==> config.mk <==
export PLATFORM = sky130hd
export DESIGN_NAME = data_memory
export DESIGN_NICKNAME = d
export VERILOG_FILES = /design/src/rtl/data_memory.sv
export SDC_FILE = /design/constraint.sdc
export NUM_CORES = 2
export LEC_CHECK = 0
export BUFFER_PORTS_ARGS = -buffer_cell sky130_fd_sc_hd__buf_2
export CORE_ASPECT_RATIO = 1.4
export CORE_MARGIN = 2
export CORE_UTILIZATION = 51
export CTS_BUF_LIST = sky130_fd_sc_hd__clkbuf_16
export CTS_CLUSTER_DIAMETER = 60
export CTS_CLUSTER_SIZE = 8
export DETAILED_ROUTE_END_ITERATION = 8
export PLACE_DENSITY_LB_ADDON = 0.25
export SLEW_MARGIN = 20
export SYNTH_ARGS = -nofsm -noshare
export SYNTH_HDL_FRONTEND = slang
export SYNTH_SLANG_ARGS = --single-unit
==> constraint.sdc <==
create_clock -name clk -period 6.85 [get_ports clk]
set_clock_uncertainty 0.2 [all_clocks]
set_input_delay 0.3425 -clock clk [delete_from_list [all_inputs] [get_ports clk]]
set_output_delay 0.3425 -clock clk [all_outputs]
set_load 0.03 [all_outputs]
==> src/rtl/data_memory.sv <==
// rtl/data_memory.sv - block-addressed 256-byte data memory behind the data cache
//
// Holds 64 four-byte blocks and completes one whole-block read or write per
// accepted request after LATENCY access cycles (IDLE -> ACCESS -> DONE).
//
// Ports:
//   clk        system clock, all state changes on the rising edge
//   reset      synchronous active-high reset
//   read       block read request (cache mem_read)
//   write      block write request (cache mem_write)
//   address    6-bit block address, block A = bytes 4A..4A+3
//   writedata  block to write, [7:0] -> byte 4A ... [31:24] -> byte 4A+3
//   readdata   registered read result, same byte ordering
//   busywait   high while a request is pending or in progress
//
// Optional feature macro: DMEM_RESET_CLEAR_EN - reset also zeroes the array.

module data_memory #(
    parameter int LATENCY = 5
) (
    input  logic        clk,
    input  logic        reset,
    input  logic        read,
    input  logic        write,
    input  logic [5:0]  address,
    input  logic [31:0] writedata,
    output logic [31:0] readdata,
    output logic        busywait
);

    typedef enum logic [1:0] {
        S_IDLE,
        S_ACCESS,
        S_DONE
    } state_t;

    state_t      state;
    logic [3:0]  count;
    logic        op_write;
    logic [5:0]  addr_q;
    logic [31:0] data_q;
    logic [7:0]  mem [0:255];

    logic        commit;
    logic        request;
    logic [7:0]  base;

    // Exactly one of read/write is a legal request; both high is ignored.
    assign request = read ^ write;
    assign commit  = (state == S_ACCESS) && (count == 4'd0);
    assign base    = {addr_q, 2'b00};

    assign busywait = !reset &&
                      (((state == S_IDLE) && request) || (state == S_ACCESS));

    always_ff @(posedge clk) begin
        if (reset) begin
            state    <= S_IDLE;
            count    <= 4'd0;
            readdata <= 32'h0;
            op_write <= 1'b0;
            addr_q   <= 6'd0;
            data_q   <= 32'h0;
        end else begin
            case (state)
                S_IDLE: begin
                    if (request) begin
                        op_write <= write;
                        addr_q   <= address;
                        data_q   <= writedata;
                        count    <= 4'(LATENCY - 1);
                        state    <= S_ACCESS;
                    end
                end
                S_ACCESS: begin
                    if (count != 4'd0) begin
                        count <= count - 4'd1;
                    end else begin
                        if (!op_write) begin
                            readdata <= {mem[base | 8'd3], mem[base | 8'd2],
                                         mem[base | 8'd1], mem[base]};
                        end
                        state <= S_DONE;
                    end
                end
                // The cache still holds its request during DONE, so inputs
                // are not sampled here.
                S_DONE:  state <= S_IDLE;
                default: state <= S_IDLE;
            endcase
        end
    end

    // Array writes; reset on the commit edge suppresses the commit.
    always_ff @(posedge clk) begin
`ifdef DMEM_RESET_CLEAR_EN
        if (reset) begin
            for (int i = 0; i < 256; i++) begin
                mem[i] <= 8'h00;
            end
        end else if (commit && op_write) begin
            mem[base]        <= data_q[7:0];
            mem[base | 8'd1] <= data_q[15:8];
            mem[base | 8'd2] <= data_q[23:16];
            mem[base | 8'd3] <= data_q[31:24];
        end
`else
        if (!reset && commit && op_write) begin
            mem[base]        <= data_q[7:0];
            mem[base | 8'd1] <= data_q[15:8];
            mem[base | 8'd2] <= data_q[23:16];
            mem[base | 8'd3] <= data_q[31:24];
        end
`endif
    end

endmodule

* Yosys cells after proc, flatten, opt, wreduce, memory -nomap -nowiden *
Memory sizes are Yosys's and may differ from the RTL's. A register that Yosys moved wholly into a read port is not among the register bits.
Index checks and enable logic that the tools add are counted.

storage, ports and cells
  bits in registers = 45
  memory bits (writable) = 2048
  input bits = 42
  output and inout port bits = 33
  word-level logic and storage cells = 37
  memories kept = 1

operators by class
  add/subtract/negate cells = 1
  equal/unequal tests = 4
  mux-type cells = 8
  bitwise logic cells = 3
  reductions and logical operators = 15

memory list
  name  depth  width  rd ports  clocked after memory_dff  write ports  RTL line  text
  mem   256    8      4         4                         4            42        logic [7:0] mem [0:255];

operator list
  operator                                                                 number
  4-bit 2-to-1 mux                                                         2
  4-bit one-hot mux with 2 select lines                                    1
  3-bit AND reduction                                                      2
  1-bit logical AND                                                        5
  4-bit logical NOT                                                        1
  2-bit 2-to-1 mux                                                         2
  2-bit inequality test, second input constant                             2
  2-bit one-hot mux with 2 select lines                                    1
  2-bit AND reduction                                                      2
  4-bit nonzero test                                                       1
  4-bit by 1-bit subtractor with 4-bit output, second input constant       1
  2-bit by 1-bit == test with 1-bit output, second input constant          1
  2-bit logical NOT                                                        1
  1-bit 2-to-1 mux                                                         2
  2-bit by 1-bit inequality test with 1-bit output, second input constant  1
  1-bit NOT                                                                2
  2-bit nonzero test                                                       1
  1-bit logical NOT                                                        1
  1-bit logical OR                                                         1
  1-bit bitwise XOR                                                        1

* Depth between registers and ports, before layout *
  depth in word-level cells = 6
  mapped depth = 10
  mapped depth without buffers = 7

* Worst setup path after synthesis *
Ideal clock, no wire load.

  kind = reg2reg
  start = register addr_q[0]
  end = memory mem[228][0], in the netlist mem[57][0] (enable)
  library setup time = 0.421 ns
  data arrival time = 2.919 ns
  data required time = 6.229 ns
  path slack = 3.310 ns
  cell stages (with the launch flop) = 9
  buffers on the path = 5
  period minus slack after synthesis = 3.540 ns
  path through = dfxtp_1 > buf_6 > buf_6 > buf_6 > buf_2 > buf_2 > and3_1 > nand2_1 > nor2_1

RTL lines
  what                      RTL line  text
  start: declaration        40        logic [5:0] addr_q;
  start signal: assignment  69        addr_q <= address;
  end: declaration          42

==> out/summary.txt <==
=================================================================================================================
Result of the run .................................................................................. finished clean
Layout-stage area growth over the synthesis result .................................................       16.46%
Global-route usage over all layers .................................................................       0.2799
Iter 0 DRT Violations ..............................................................................        5,297
Number of antenna violations at the first check in global routing ..................................           14
Highest ir drop seen on vdd ........................................................................     245.7 µV
Global-route wire length before repair .............................................................     320.2 mm
Actual transition at the worst max-transition pin ..................................................     1.263 ns
Cell count after placement .........................................................................        6,284
Chip width .........................................................................................     342.2 µm
Critical path class ................................................................................      reg2reg
Pins Over Slew Limit ...............................................................................            0
Most used flip-flop cell after synthesis ........................................................... sky130_fd_sc_hd__edfxtp_1
Final HPWL DP ......................................................................................     132.7 mm
Die outline area ...................................................................................  163,400 µm²
FMAX ...............................................................................................    218.0 MHz
Pre-CTS setup slack ................................................................................     2.369 ns
Clock latency at the later pin of the worst-skew pair ..............................................      0.92 ns
Number of enable flip-flop cells after synthesis ...................................................        2,048
Synthesis warning total ............................................................................            0
Root buffer cell ................................................................................... sky130_fd_sc_hd__clkbuf_16
Starting density of the core .......................................................................       0.5140
Period Utilization, post-route .....................................................................       0.6697
Number of clock sinks ..............................................................................        2,125
Arithmetic-cell share of the synthesized area counting full adders, half adders and majority gates .    0.0001532
Xor-xnor portion of the synthesized cell area ......................................................    0.0002145
Post-route insts no fill ...........................................................................        6,835
TritonCTS clock tree ...............................................................................          yes
Clock H-tree levels ................................................................................            5
Part of the Yosys area used for sequential elements ................................................       0.7719
Cell Pwr Density ................................................................................... 323.7 nW/µm²
Largest family of logic cells by synthesized area .................................................. multiplexers
Seq cells post-synth ...............................................................................        2,125
Post-detailed-routing wire length ..................................................................     230.0 mm
Drt via density ....................................................................................        6.338
Largest driver fanout on the critical path .........................................................           84
Post-CTS setup buffer count ........................................................................            0
Final setup margin .................................................................................     2.263 ns
Number of nets in the final layout .................................................................        4,664
Clock tree buffer depth ............................................................................            4
Crit path required time ............................................................................      7.43 ns
Grt total ovfl .....................................................................................            0
Unrepaired setup endpoints after global routing ....................................................           no
Chain of cells forming the critical path ........................................................... buf_12 -> nor2b_4 -> buf_4 -> a22oi_1 -> nand3_1 -> nand4_1 -> o221a_1
Simple-gate share of the synthesized area ..........................................................      0.02506
Core outline area ..................................................................................  158,900 µm²
Category of the worst setup path launch point ......................................................     register
Placed cell areas ..................................................................................   85,210 µm²
Total number of vias ...............................................................................       43,320
Row count ..........................................................................................          173
Input/output buffers ...............................................................................           74
Fraction of the mapped netlist area in compound gates ..............................................      0.04158
Count of final hold-check violations ...............................................................            0
Hold Path Class ....................................................................................       in2reg
Layout Cell Area excl Fill .........................................................................   95,120 µm²
Detailed-router iteration count before antenna repair ..............................................            8
Maximum number of pins on one net before global-route repair .......................................          117
Setup TNS ..........................................................................................         0 ns
Setup violation total in the final timing report ...................................................            0
Layout cells sized above 1 .........................................................................       0.1923
Worst setup EP type ................................................................................     register
Cell area after synthesis ..........................................................................   81,670 µm²
Max transition margin ..............................................................................       0.1558
Static Leak ........................................................................................     30.34 nW
Multiplexer share of the synthesized area ..........................................................       0.1449
Die Y ..............................................................................................     477.5 µm
Crit path largest cell delay .......................................................................      0.84 ns
Synthesized instance count .........................................................................        4,261
Clock Pin Slew Worst Setup and Hold Paths ..........................................................      0.05 ns
Time the final worst path needs with I/O delays and setup ..........................................     4.587 ns
Net Count, Synth ...................................................................................        4,304
Slowest stage cell on the critical path ............................................................ sky130_fd_sc_hd__nor2b_4
Remaining design rule violation count ..............................................................            0
CP arrival .........................................................................................      5.17 ns
Yosys cell types ...................................................................................           42
Number of CTS-inserted buffers .....................................................................          315
Last weighted congestion value of the routability-driven placer ....................................       0.9040
Final routed wire length divided by cell count .....................................................     33.65 µm
Category of cells accounting for the largest share of critical-path delay .......................... simple AND/OR/NAND/NOR gates
Number of ports placed on the die boundary .........................................................           75
Via count of the first global-routing pass .........................................................       43,000
Async set-or-reset flop fraction in the synthesized netlist ........................................            0
CP Buf/Inv Count ...................................................................................            2
Maximum Capacitance Violations .....................................................................            0
Post-Synthesis Mean Instance Area ..................................................................    19.17 µm²
Post-CTS sizing ....................................................................................            0
Number of nets with antenna violations after detailed routing ......................................            0
=================================================================================================================
-- worst min-delay path, stage by stage --
cell and delay, ns:
sky130_fd_sc_hd__dlygate4sd3_1 0.53, sky130_fd_sc_hd__buf_2 0.12, sky130_fd_sc_hd__nand2_1 0.13, sky130_fd_sc_hd__a21oi_1 0.08
-- report_power, final --
part / internal [mW] / total, mW / switching [mW]
Clock: 8.22 / 13.3 / 5.11
Combinational: 0.840 / 2.54 / 1.70
Sequential: 14.6 / 14.9 / 0.365
Total: 23.6 / 30.8 / 7.18
-- repair_timing --
item	in CTS	in global routing
hold endpoints to repair	43	0
endpoints found under the setup margin	0	0
hold buffers	103	0
-- cell type report --
type	count	area, µm²
antenna	9	22.52
clock buffer	321	8033
clock inverter	101	400.4
fill	11230	63760
inverter	3	11.26
multi-input combinational	1877	17850
sequential	2125	63130
tap	2100	2628
timing repair buffer	299	3038
-- state kept, by name (all words and copies together) (netlist names) --
name,count
state,2
op_write,1
readdata,32
mem,2048
data_q,32
count,4
addr_q,6
-- cells in the final DEF (no fill, tap or decap), types with 7 or more instances in the layout --
cell	count
sky130_fd_sc_hd__dfxtp_1	41
sky130_fd_sc_hd__a31oi_1	63
sky130_fd_sc_hd__a22oi_1	198
sky130_fd_sc_hd__dfxtp_2	18
sky130_fd_sc_hd__a21oi_1	130
sky130_fd_sc_hd__nand2b_1	7
sky130_fd_sc_hd__inv_1	99
sky130_fd_sc_hd__dfxtp_4	18
sky130_fd_sc_hd__nand3_1	112
sky130_fd_sc_hd__nor2_4	66
sky130_fd_sc_hd__edfxtp_1	2048
sky130_fd_sc_hd__buf_4	77
sky130_fd_sc_hd__o22a_1	29
sky130_fd_sc_hd__diode_2	9
sky130_fd_sc_hd__buf_2	74
sky130_fd_sc_hd__nor2_1	12
sky130_fd_sc_hd__o221a_1	17
sky130_fd_sc_hd__o221a_2	10
sky130_fd_sc_hd__clkbuf_16	321
sky130_fd_sc_hd__o21ai_0	7
sky130_fd_sc_hd__mux2i_1	659
sky130_fd_sc_hd__nor3_1	8
sky130_fd_sc_hd__mux2_2	53
sky130_fd_sc_hd__nand4_1	27
sky130_fd_sc_hd__dlygate4sd3_1	103
sky130_fd_sc_hd__nand2_1	204
sky130_fd_sc_hd__buf_12	24
sky130_fd_sc_hd__buf_16	21
sky130_fd_sc_hd__mux4_2	206
sky130_fd_sc_hd__o22ai_1	26
-- per-layer routing --
layer	part of all wire	vias to the layer above	wire length (µm)	track usage
met5	0.00012	-	27	0
met4	0.075	4	17360	0.1889
met3	0.080	560	18420	0.05134
met2	0.49	2309	113400	0.4543
met1	0.35	22480	80770	0.3423
li1	-	17980	-	-
-- synthesized netlist by cell type, types with 4 or more instances --
library cell | n | area, µm²
sky130_fd_sc_hd__a22oi_1 | 198 | 1486
sky130_fd_sc_hd__mux4_2 | 206 | 4639
sky130_fd_sc_hd__mux2i_1 | 659 | 6596
sky130_fd_sc_hd__o22a_1 | 29 | 254.0
sky130_fd_sc_hd__o221a_2 | 10 | 112.6
sky130_fd_sc_hd__buf_4 | 37 | 277.8
sky130_fd_sc_hd__a21oi_1 | 130 | 650.6
sky130_fd_sc_hd__o221a_1 | 17 | 191.4
sky130_fd_sc_hd__edfxtp_1 | 2048 | 61500
sky130_fd_sc_hd__a31oi_1 | 63 | 394.1
sky130_fd_sc_hd__clkbuf_1 | 110 | 412.9
sky130_fd_sc_hd__o21ai_0 | 9 | 45.04
sky130_fd_sc_hd__dfxtp_1 | 77 | 1541
sky130_fd_sc_hd__buf_6 | 14 | 157.7
sky130_fd_sc_hd__nor2b_1 | 6 | 37.54
sky130_fd_sc_hd__nand3_1 | 112 | 560.5
sky130_fd_sc_hd__nand2b_1 | 8 | 50.05
sky130_fd_sc_hd__buf_1 | 8 | 30.03
sky130_fd_sc_hd__nor2_1 | 77 | 289.0
sky130_fd_sc_hd__mux2_2 | 53 | 596.8
sky130_fd_sc_hd__nor3_1 | 9 | 45.04
sky130_fd_sc_hd__a311oi_1 | 4 | 35.03
sky130_fd_sc_hd__buf_2 | 87 | 435.4
sky130_fd_sc_hd__o22ai_1 | 26 | 162.7
sky130_fd_sc_hd__nand4_1 | 27 | 168.9
sky130_fd_sc_hd__nand2_1 | 206 | 773.2
-- path summary, 6_finish.rpt --
kind | start | slack [ns] | to | depth (start not counted)
max | addr_q[1]$_SDFFE_PP0P_ | 2.26 | readdata[19]$_SDFFE_PP0P_ | 7
min | writedata[1] | 0.14 | data_q[1]$_SDFFE_PP0P_ | 4
max reg2reg | addr_q[1]$_SDFFE_PP0P_ | 2.26 | readdata[19]$_SDFFE_PP0P_ | 7
min reg2reg | count[2]$_SDFFE_PP0P_ | 0.31 | count[2]$_SDFFE_PP0P_ | 1
-- cells by family after synthesis --
group,count (synthesis)
mux,918
fa+ha+maj,1
flops,2125
compound gates,493
simple gates,463
xor+xnor,2
buf+inv,259
-- metrics by stage --
stage	power, mW	utilization	hold slack (ns)
4_1_cts	30.87	0.5959	0.05899
3_3_place_gp	17.58	0.5332	0.2415
3_5_place_dp	17.61	0.5363	0.2518
6_report	30.79	0.5987	0.1377
2_1_floorplan	16.44	-	0.2668
5_1_grt	31.52	0.5986	0.1147
No activity file was read; power rests on OpenSTA's default activity.
